**config.mk**
```make
export PLATFORM = sky130hd
export DESIGN_NAME = mem_arbiter
export DESIGN_NICKNAME = d
export VERILOG_FILES = /design/src/rtl/mem_arbiter.sv
export SDC_FILE = /design/constraint.sdc
export NUM_CORES = 1
export LEC_CHECK = 0
export ABC_AREA = 1
export BUFFER_PORTS_ARGS = -buffer_cell sky130_fd_sc_hd__buf_2
export CORE_AREA = 3 3 168 170
export CTS_CLUSTER_SIZE = 12
export DETAILED_ROUTE_END_ITERATION = 6
export DIE_AREA = 0 0 171 173
export MAX_ROUTING_LAYER = met4
export PLACE_DENSITY = 0.67
export SLEW_MARGIN = 20
export SYNTH_ARGS = -nofsm -noshare
export SYNTH_HDL_FRONTEND = slang
export SYNTH_SLANG_ARGS = --single-unit
export TNS_END_PERCENT = 5
```
**constraint.sdc**
```tcl
create_clock -name CLK -period 2.3 [get_ports CLK]
set_clock_uncertainty 0.1 [all_clocks]
set_input_delay 0.115 -clock CLK [delete_from_list [all_inputs] [get_ports CLK]]
set_output_delay 0.115 -clock CLK [all_outputs]
set_load 0.005 [all_outputs]
```
**src/rtl/mem_arbiter.sv**
```systemverilog
// mem_arbiter: shares one single-ported RAM between the instruction and data
// ports of CPUS caches. It grants one request at a time, scanning the CPUs
// round-robin from rr_ptr. Within a CPU the priority is data write, then data
// read, then instruction read. The grant is held until the RAM reports ACCESS.
// The winner's wait line then drops for exactly that one cycle.
module mem_arbiter #(
    parameter int CPUS = 2,
    parameter int WORD = 32
) (
    input  logic                 CLK,
    input  logic                 nRST,
    input  logic [CPUS-1:0]      iREN,
    input  logic [CPUS-1:0]      dREN,
    input  logic [CPUS-1:0]      dWEN,
    input  logic [CPUS*WORD-1:0] iaddr,
    input  logic [CPUS*WORD-1:0] daddr,
    input  logic [CPUS*WORD-1:0] dstore,
    output logic [CPUS-1:0]      iwait,
    output logic [CPUS-1:0]      dwait,
    output logic [CPUS*WORD-1:0] iload,
    output logic [CPUS*WORD-1:0] dload,
    output logic [WORD-1:0]      ramaddr,
    output logic [WORD-1:0]      ramstore,
    output logic                 ramREN,
    output logic                 ramWEN,
    input  logic [1:0]           ramstate,
    input  logic [WORD-1:0]      ramload
);

    localparam int CW = (CPUS > 1) ? $clog2(CPUS) : 1;
    localparam logic [1:0] RAM_ACCESS = 2'd2;

    typedef enum logic [0:0] {IDLE = 1'b0, BUSY = 1'b1} state_t;
    typedef enum logic [1:0] {KIND_I = 2'd0, KIND_R = 2'd1, KIND_W = 2'd2} kind_t;

    state_t          state_r,     state_s;
    logic [CW-1:0]   rr_ptr_r,    rr_ptr_s;
    logic [CW-1:0]   gnt_cpu_r,   gnt_cpu_s;
    kind_t           gnt_kind_r,  gnt_kind_s;
    logic [WORD-1:0] gnt_addr_r,  gnt_addr_s;
    logic [WORD-1:0] gnt_store_r, gnt_store_s;

    logic            found_s;
    logic            req_live_s;
    int              scan_idx_s;

    // Read data is fanned out to every port. It is only meaningful in the ACCESS cycle.
    assign iload = {CPUS{ramload}};
    assign dload = {CPUS{ramload}};

    // State, round-robin pointer and grant registers, with synchronous active-low reset.
    always_ff @(posedge CLK) begin
        if (!nRST) begin
            state_r     <= IDLE;
            rr_ptr_r    <= '0;
            gnt_cpu_r   <= '0;
            gnt_kind_r  <= KIND_I;
            gnt_addr_r  <= '0;
            gnt_store_r <= '0;
        end else begin
            state_r     <= state_s;
            rr_ptr_r    <= rr_ptr_s;
            gnt_cpu_r   <= gnt_cpu_s;
            gnt_kind_r  <= gnt_kind_s;
            gnt_addr_r  <= gnt_addr_s;
            gnt_store_r <= gnt_store_s;
        end
    end

    // Next-state logic: the round-robin scan in IDLE, and the RAM drive and completion/abort in BUSY.
    always_comb begin
        state_s     = state_r;
        rr_ptr_s    = rr_ptr_r;
        gnt_cpu_s   = gnt_cpu_r;
        gnt_kind_s  = gnt_kind_r;
        gnt_addr_s  = gnt_addr_r;
        gnt_store_s = gnt_store_r;
        found_s     = 1'b0;
        req_live_s  = 1'b0;
        scan_idx_s  = 0;
        ramREN      = 1'b0;
        ramWEN      = 1'b0;
        ramaddr     = {WORD{1'b0}};
        ramstore    = {WORD{1'b0}};
        iwait       = {CPUS{1'b1}};
        dwait       = {CPUS{1'b1}};

        case (state_r)
            IDLE: begin
                for (int i = 0; i < CPUS; i++) begin
                    scan_idx_s = int'(rr_ptr_r) + i;
                    if (scan_idx_s >= CPUS) begin
                        scan_idx_s = scan_idx_s - CPUS;
                    end else begin
                        scan_idx_s = scan_idx_s;
                    end
                    if (!found_s && (iREN[scan_idx_s] || dREN[scan_idx_s] || dWEN[scan_idx_s])) begin
                        found_s   = 1'b1;
                        gnt_cpu_s = CW'(scan_idx_s);
                        state_s   = BUSY;
                        // A write wins even when a read is raised alongside it.
                        if (dWEN[scan_idx_s]) begin
                            gnt_kind_s  = KIND_W;
                            gnt_addr_s  = daddr[scan_idx_s*WORD +: WORD];
                            gnt_store_s = dstore[scan_idx_s*WORD +: WORD];
                        end else if (dREN[scan_idx_s]) begin
                            gnt_kind_s  = KIND_R;
                            gnt_addr_s  = daddr[scan_idx_s*WORD +: WORD];
                            gnt_store_s = {WORD{1'b0}};
                        end else begin
                            gnt_kind_s  = KIND_I;
                            gnt_addr_s  = iaddr[scan_idx_s*WORD +: WORD];
                            gnt_store_s = {WORD{1'b0}};
                        end
                    end else begin
                        found_s = found_s;
                    end
                end
            end
            BUSY: begin
                ramaddr = gnt_addr_r;
                case (gnt_kind_r)
                    KIND_W: begin
                        ramWEN     = 1'b1;
                        ramstore   = gnt_store_r;
                        req_live_s = dWEN[gnt_cpu_r];
                    end
                    KIND_R: begin
                        ramREN     = 1'b1;
                        req_live_s = dREN[gnt_cpu_r];
                    end
                    default: begin
                        ramREN     = 1'b1;
                        req_live_s = iREN[gnt_cpu_r];
                    end
                endcase
                if (!req_live_s) begin
                    // The requester gave up, so drop the grant without a pulse and keep the pointer.
                    state_s = IDLE;
                end else if (ramstate == RAM_ACCESS) begin
                    if (gnt_kind_r == KIND_I) begin
                        iwait[gnt_cpu_r] = 1'b0;
                    end else begin
                        dwait[gnt_cpu_r] = 1'b0;
                    end
                    state_s = IDLE;
                    if (gnt_cpu_r == CW'(CPUS - 1)) begin
                        rr_ptr_s = {CW{1'b0}};
                    end else begin
                        rr_ptr_s = gnt_cpu_r + CW'(1);
                    end
                end else begin
                    // FREE, BUSY or ERROR: keep the grant and retry.
                    state_s = BUSY;
                end
            end
            default: begin
                state_s = IDLE;
            end
        endcase
    end

endmodule

```
Yosys cells after proc, flatten, opt, wreduce, memory -nomap -nowiden
Index checks and enable logic that the tools add are counted.

Logic and storage cells: 110. Output and inout bits: 198. Input bits: 234. Bits in registers: 69.

Bitwise logic cells: 2. Equality and inequality tests: 3. Reductions and logical operators: 11. Magnitude comparators: 6. Shift-type cells: 6. Mux-type cells: 72. $add $sub $neg: 4.

Operator list (count): 32-bit 2-to-1 mux (17); 64-bit by 32-bit variable part select with 32-bit output (6); 32-bit by 3-bit less-than comparator with 1-bit output, second input constant (2); 1-bit 2-to-1 mux (40); 2-bit 2-to-1 mux (12); 2-bit == test, second input constant (2); 1-bit logical OR (4); 1-bit case mux with 2 select lines (2); 3-bit AND reduction (1); 1-bit by 2-bit subtractor with 3-bit output, second input constant (1); 2-bit by 2-bit subtractor with 3-bit output, second input constant (1); 1-bit by 1-bit adder with 2-bit output, second input constant (1); 2-bit by 1-bit == test with 1-bit output, second input constant (1); 1-bit by 2-bit >= comparator with 1-bit output, second input constant (1); 2-bit >= comparator, second input constant (1); 1-bit logical AND (2); 2-bit zero test (1); 1-bit by 2-bit less-than comparator with 1-bit output, second input constant (1); 2-bit inverter (1); 2-bit AND reduction (1); 2-bit nonzero test (1); 1-bit adder, second input constant (1); 1-bit demux with 1-bit select (1); 1-bit >= comparator, second input constant (1); other kinds (2) (2).

Longest topological paths before layout
Gate-level depths: netlist of run 1.

Depth after elaboration: 14. Depth in mapped cells: 12. Depth with buffers taken out: 10.

Worst setup path after synthesis of run 1
Ideal clock, no wire load.

Path type: register to register. From: register rr_ptr_r. To: register gnt_addr_r[13]. Stages on the path, launching flop included: 11. Required time: 2.068 ns. Library setup time: 0.132 ns. Path buffers: 3. Clock period less this slack: 1.776 ns. Path slack: 0.524 ns. Data arrival time: 1.544 ns. Cells stage by stage: dfxtp_1 buf_4 nand2_1 nand2_4 nand3_4 nor2_2 nor2_4 buf_4 buf_4 nand3_1 a21oi_1.

Cells in the longest elaborated chain, start to end: 14. Elaborated cells between the ends (all ways): 47. Classes of those cells: add/sub (3); order compare (2); shift (4); mux (30); reduce/logical (8).

RTL lines: from (decl) (RTL line 37) `logic [CW-1:0] rr_ptr_r, rr_ptr_s;`; from (signal assigned) (RTL line 62) `rr_ptr_r <= rr_ptr_s;`; parallel branches: the longest is 14 deep, another holds 2-bit by 2-bit subtractor with 3-bit output; to (signal assigned) (RTL line 65) `gnt_addr_r <= gnt_addr_s;`; to (decl) (RTL line 40) `logic [WORD-1:0] gnt_addr_r, gnt_addr_s;`.

Parallel ways; which one is timed is not known. The select of a mux whose other input is x is not followed. A chain may end at the register's enable or synchronous reset.

Worst setup path after layout of run 1
From: register rr_ptr_r. To: register gnt_addr_r[30].

Same word-level chain as after synthesis.

==> impl_metrics.py, run 1 <==
metrics = {
    "synth": {
        "yosysWarningCount": 0,
        "syn_area_per_cell_um2": 5.20,
        "synth_cell_types": 32,
        "seq_area_frac_synth_pct": 16.7,
        "syn_inst": 1593,
        "yosysMostFrequentCell": "nand2_1",
        "synth_common_cells": "nand2_1, inv_1, buf_4, nor2_1, nand3_1",
        "yosys_register_bits": 69,
        "syn-num-nets": 1831,
        "synthArstFlopShare_pct": 0,
        "synth-main-ff-cell": "dfxtp_1",
        "yosysTopAreaCellShare_pct": 31.2,
        "yosys.area.top_type": "nand2_1",
        "synth_edf_count": 0,
        "syn_area_um2": 8280,
        "synth_area_leaders": "nand2_1, dfxtp_1, buf_4",
    },
    "routing": {
        "vias_per_cell": 4.73,
        "drc": 0,
        "wirelength_um": 30700,
        "wl_met3_um": 1750,
        "wl_met1_um": 13500,
        "drt_iter0_drc": 771,
        "highest_layer": "met4",
        "met2_length_um": 14300,
        "drtAntennaViolNets": 0,
        "vias": 9668,
        "wl_per_cell_um": 15.0,
        "drt_pass1_iterations": 5,
    },
    "setup_path": {
        "worstPathCellList": "clkinv_2, nand2_1, nand2_2, buf_4, nand2_1, buf_4, nand2_1, nand2_1, nand2_1, nand3_1, a21oi_1",
        "cp_data_arrival_time_ps": 2300,
        "cp-end-kind": "register",
        "path_max_fanout": 25,
        "required_ps": 2470,
        "crit_top_cell": "nand2_1",
        "cp-start-kind": "register",
        "reg2reg_slack_ps": 170,
        "critPathKind": "register to register",
        "ff2ff_path_depth": 11,
        "crit_path_top_delay_cell": "dfxtp_4",
        "max_stage_delay_ps": 390,
    },
    "clocking": {
        "cts_num_sinks": 69,
        "tritoncts": "yes",
        "clk_pin_slew_ps": 60,
        "clockRootBuffer": "clkbuf_16",
        "cts_max_path_buffers": 2,
        "clkLatencyLatePin_ps": 340,
        "cts_buffers": 9,
        "htree_num_levels": 3,
    },
    "power": {
        "power_density_nw_per_um2": 489,
        "p_leak_uw": 0.00554,
        "vdd_drop_max_mv": 0.285,
    },
    "die": {
        "initial_core_util_pct": 30.8,
        "std_cell_rows": 60,
        "die_w_um": 171,
        "die_y_um": 173,
        "ioPinCount": 432,
        "core-area_um2": 26900,
        "die_area_um2": 29600,
    },
    "global_routing": {
        "grt_pass1_wl_um": 46100,
        "grt_max_degree": 137,
        "grt_pass1_vias": 8748,
        "grt_overflow": 0,
        "track_usage_pct": 19.9,
        "antenna_found_initial": 7,
    },
    "finish": {
        "stdcell_area_um2": 9380,
        "ff_latch_area_um2": 1390,
        "multi_input_area_um2": 4850,
        "syn2layout_area_growth_pct": 13.3,
        "fillers": 3091,
        "drive_above_1_share_pct": 21.4,
        "fin_nets": 1927,
    },
    "timing": {
        "worst_pin_slew_ps": 698,
        "rsz0062_at_grt": "yes",
        "relSlewSlack_pct": 53.0,
        "setup_ws_ps": 169,
        "finalHoldViolCount": 0,
        "fmax_mhz": 469,
        "report.final.slew_viol_count": 0,
        "fin_crit_sh_pct": 92.6,
        "fin_crit_ps": 2130,
        "setup_violations": 0,
    },
    "hold_path": {
        "whs_path_depth": 5,
        "worstHoldPathType": "input pin to register",
    },
    "placed_design": {
        "hpwl_um": 22800,
        "place_ws_ps": 98.6,
        "io_buffer_count": 271,
        "postPlaceCellArea_um2": 9000,
        "globalplace.congestion": 0.875,
    },
    "status": {
        "status": "finished clean",
    },
    "flow_run": {
        "cap_violations": 0,
    },
}
## logic make-up after synthesis
| logic type | share of synthesized area, % |
|---|---|
| AOI/OAI and AO/OA | 13.0 |
| xor gates and xnor gates | 0.106 |
| adders and majority gates | 0.604 |
| buffers and inverters | 25.0 |
| DFF | 16.7 |
| and+or+nand+nor | 44.6 |
## per-layer routing
layer	up-vias	global-route usage (%)
met5	-	-
met4	0	9.05
met3	106	2.77
met2	302	31.1
met1	4338	25.6
li1	4922	-
## stage by stage
stage | instances | setup TNS (ps) | total power [µW] | utilization (%) | hold WS [ps]
3_3_place_gp | 2014 | 0 | 3130 | 33.5 | 130
2_1_floorplan | 1593 | 0 | 2700 | - | 211
4_1_cts | 2031 | 0 | 4580 | 34.6 | 6.08
3_5_place_dp | 2014 | 0 | 3160 | 33.5 | 130
6_report | 2042 | 0 | 4590 | 34.9 | 13.7
5_1_grt | 2042 | -13.7 | 4900 | 34.9 | 35.9
## layout make-up
type                            count  area share (%)
Timing Repair Buffer              311            18.9
Clock inverter                      4           0.507
Multi-Input combinational cell   1129            51.7
Tap cell                          341            4.55
Antenna cell                        7           0.187
Sequential cell                    69            14.8
Inverter                          169            6.77
Clock buffer                       12            2.63
## state kept, by name (all words and copies together), names as in the netlist
| name | count |
|---|---|
| gnt_addr_r | 32 |
| gnt_cpu_r | 1 |
| gnt_kind_r | 2 |
| gnt_store_r | 32 |
| rr_ptr_r | 1 |
| state_r | 1 |
## where the power goes
group          switching [µW]  total, µW  internal (µW)
clock                     551       1420            867
sequential                106       1440           1340
combinational            1070       1730            660
## worst max-delay path, delay by kind of cell, from the launching register on
kind                   cells  cell delay (ps)
flip-flops                 1              390
AO/OA/AOI/OAI              1              180
AND/OR/NAND/NOR            7              710
buffers and inverters      3              660
## cells in the final DEF (no fill, tap or decap), drive strengths merged, types with 2 or more instances in the layout
cell type	instances
ha	4
a21oi	66
clkinv	3
nand4	2
inv	168
nor2	114
nand2	693
clkbuf	12
or2	16
a21boi	16
o21ai	117
diode	7
buf	310
dfxtp	69
o21a	2
nand3	95
## final timing paths
kind                  startpoint         endpoint
hold reg to reg   gnt_addr_r[18]   gnt_addr_r[18]
hold / removal        dstore[61]  gnt_store_r[29]
setup / recovery        rr_ptr_r   gnt_addr_r[30]
setup reg to reg        rr_ptr_r   gnt_addr_r[30]
## repair_timing
item | CTS | global route
hold buffers | 1 | 0
setup endpoints to repair | 0 | 53
endpoints found under the hold margin | 4 | 0
resized for setup | 0 | 4
buffers inserted | 0 | 2
No activity file was read; power rests on OpenSTA's default activity.
==> inputs of run 2 (changes only) <==
--- a/config.mk
+++ b/config.mk
@@ -5,14 +5,14 @@
 export SDC_FILE = /design/constraint.sdc
 export NUM_CORES = 1
 export LEC_CHECK = 0
-export ABC_AREA = 1
 export BUFFER_PORTS_ARGS = -buffer_cell sky130_fd_sc_hd__buf_2
-export CORE_AREA = 3 3 168 170
+export CORE_AREA = 3 3 169 171
 export CTS_CLUSTER_SIZE = 12
 export DETAILED_ROUTE_END_ITERATION = 6
-export DIE_AREA = 0 0 171 173
+export DIE_AREA = 0 0 172 174
+export HOLD_SLACK_MARGIN = 0.03
 export MAX_ROUTING_LAYER = met4
-export PLACE_DENSITY = 0.67
+export PLACE_DENSITY = 0.57
 export SLEW_MARGIN = 20
 export SYNTH_ARGS = -nofsm -noshare
 export SYNTH_HDL_FRONTEND = slang
==> impl_metrics.py, run 2 <==
metrics = {
    "timing": {
        "worst_pin_slew_ps": 1030,
        "setup_ws_ps": 78.2,
        "relSlewSlack_pct": 31.6,
        "fin_crit_ps": 2220,
        "hold_ws_ps": 52.2,
        "fmax_mhz": 450,
        "finalHoldViolCount": 0,
        "tns_ps": 0,
        "fin_crit_sh_pct": 96.6,
        "setup_violations": 0,
        "report.final.slew_viol_count": 0,
    },
    "synth": {
        "yosys_register_bits": 69,
        "syn_inst": 763,
        "synth_common_cells": "buf_4, o21ai_0, dfxtp_1, nand2_1, nand3_1",
        "synth-main-ff-cell": "dfxtp_1",
        "synth_edf_count": 0,
        "syn_area_um2": 5910,
        "syn_area_per_cell_um2": 7.74,
        "yosysWarningCount": 0,
        "yosysMostFrequentCell": "buf_4",
        "synthArstFlopShare_pct": 0,
        "seq_area_frac_synth_pct": 23.4,
        "yosysTopAreaCellShare_pct": 23.4,
        "synth_area_leaders": "dfxtp_1, buf_4, o21ai_0",
        "synth_cell_types": 41,
        "yosys.area.top_type": "dfxtp_1",
        "syn-num-nets": 1001,
    },
    "setup_path": {
        "required_ps": 2090,
        "cp-start-kind": "register",
        "reg2reg_slack_ps": 350,
        "reg2reg_to": "gnt_store_r[19]",
        "crit_path_top_delay_cell": "dfxtp_2",
        "critPathKind": "register to output pin",
        "rr_startpoint": "rr_ptr_r",
        "path_max_fanout": 5,
        "worstPathCellList": "inv_2, ha_4, nand3_2, o22ai_4, o21bai_4, or3_4, buf_2",
        "ff2ff_path_depth": 4,
        "cp-end-kind": "output pin",
        "cp_data_arrival_time_ps": 2010,
        "max_stage_delay_ps": 360,
    },
    "finish": {
        "syn2layout_area_growth_pct": 31.0,
        "final_cells": 1295,
        "layout.cells.most_common": "buf_2",
        "drive_above_1_share_pct": 40.3,
        "mostFrequentLayoutCells": "buf_2, o21ai_0, dlygate4sd3_1, dfxtp_1, nand2_1",
        "largestRegisters": "gnt_addr_r (32), gnt_store_r (32), gnt_kind_r (2)",
        "multi_input_area_um2": 3280,
        "fin_nets": 1184,
        "ff_latch_area_um2": 1390,
        "fillers": 2917,
    },
    "clocking": {
        "cts_num_sinks": 69,
        "clockRootBuffer": "clkbuf_16",
        "htree_num_levels": 3,
        "cts_buffers": 9,
        "clkLatencyLatePin_ps": 340,
        "clk_pin_slew_ps": 60,
        "cts_max_path_buffers": 2,
        "tritoncts": "yes",
        "cts_setup_buffers": 0,
    },
    "routing": {
        "wirelength_um": 25100,
        "drt_iter0_drc": 518,
        "drtAntennaViolNets": 0,
        "vias": 6525,
        "vias_per_cell": 5.04,
        "wl_per_cell_um": 19.4,
        "drt_pass1_iterations": 6,
        "drc": 0,
    },
    "global_routing": {
        "gr-usage-met2_pct": 27.5,
        "met1_usage_pct": 18.4,
        "use_met3_pct": 4.21,
        "grt_max_degree": 68,
        "grt_pass1_wl_um": 36700,
        "busiest_layer": "met2",
        "antenna_found_initial": 3,
        "grt_pass1_vias": 6635,
        "track_usage_pct": 16.1,
        "grt_overflow": 0,
    },
    "flow_run": {
        "cap_violations": 0,
    },
    "status": {
        "status": "finished clean",
    },
    "power": {
        "pwr-share-comb_pct": 28.5,
        "p_sw_uw": 1260,
        "p_int_uw": 2580,
        "seq_power_share_pct": 36.1,
        "vdd_drop_max_mv": 0.304,
        "p_clk_share_pct": 35.4,
        "p_sw_share_pct": 32.9,
        "power_density_nw_per_um2": 497,
        "p_total_uw": 3840,
        "p_leak_uw": 0.00342,
    },
    "placed_design": {
        "place_ws_ps": 182,
        "hpwl_um": 17400,
        "globalplace.congestion": 0.767,
        "io_buffer_count": 271,
        "dp_cells": 1201,
    },
    "die": {
        "core-area_um2": 27000,
        "ioPinCount": 432,
        "die_area_um2": 29900,
        "std_cell_rows": 60,
        "initial_core_util_pct": 21.9,
        "die_w_um": 172,
        "die_y_um": 174,
    },
    "hold_path": {
        "whs_path_depth": 4,
        "hold_end": "gnt_addr_r[12]",
        "worstHoldPathType": "input pin to register",
        "min_from": "iaddr[44]",
    },
}
[run 2: cell count changes in the layout (fill, tap and decap cells not counted), moves of 20 or more]
cell           previous run  this run
a21oi_1                  66        46
inv_1                   164         4
nor2_1                  106         6
o21ai_1                  40         0
mux2_2                    0        32
nand2_1                 689        56
and2_1                    0        35
a222oi_1                  0        32
nand3_1                  93        53
and3_1                    0        32
dlygate4sd3_1             1        75
a32o_1                    0        26
[run 2: routing by layer]
| metal | up-vias | share of wire [%] |
|---|---|---|
| li1 | 3045 | - |
| met1 | 3056 | 41 |
| met5 | - | 0 |
| met4 | 0 | 1.9 |
| met3 | 43 | 8.2 |
| met2 | 381 | 49 |
[run 2: cell families (layout without fill, tap and decap cells)]
group                      after synthesis  in the layout  synth area share (%)
AOI/OAI and AO/OA                      225            225                  26.0
and+or+nand+nor                        218            218                  19.9
buffers and inverters                  209            397                  22.7
DFF                                     69             69                  23.4
muxes                                   36             36                  6.78
adders and majority gates                6              6                  1.23
other                                    0              3                     0
[run 2: cell type report]
type,count,area share (%)
timing repair buffer,374,30.1
antenna,3,0.0971
inverter,7,0.340
clock buffer,9,2.91
clock inverter,7,0.663
sequential,69,17.9
multi-input combinational,485,42.4
tap,341,5.52
[run 2: timing repair]
| action | 4_1_cts | 5_1_grt |
|---|---|---|
| hold buffers | 75 | 0 |
| pin swaps | 0 | 2 |
| gates resized for setup | 4 | 11 |
| hold endpoints to repair | 42 | 0 |
| endpoints found under the setup margin | 4 | 4 |
[run 2: worst max-delay path: cells and delay by family (launching register included)]
family                     cells  cell delay, ps
DFF                            1             360
buffers and inverters          2             210
AOI/OAI and AO/OA              2             360
and+or+nand+nor                2             470
adders and majority gates      1             280
[run 2: worst max-delay path by stage]
stage,slack [ps],to,from
floorplan,530,gnt_store_r[0],rr_ptr_r
global placement,230,gnt_addr_r[26],dWEN[0]
detailed placement,180,gnt_addr_r[26],dWEN[0]
CTS,1,iwait[1],gnt_kind_r[0]
global route,-3,dwait[1],gnt_kind_r[0]
finish,80,dwait[1],gnt_kind_r[0]
[run 2: per-stage QoR]
stage	utilization, %	instance area [µm²]
2_1_floorplan	-	5910
3_3_place_gp	24.5	6630
3_5_place_dp	24.5	6630
4_1_cts	28.4	7680
5_1_grt	28.6	7730
6_report	28.6	7730
[run 2: power by group through the flow]
stage	combinational (µW)	clock, µW	sequential, µW
after floorplan	746	0	1380
after global placement	963	0	1410
after detailed placement	971	0	1410
after CTS	1080	1430	1380
after global routing	1210	1460	1400
final	1100	1360	1390
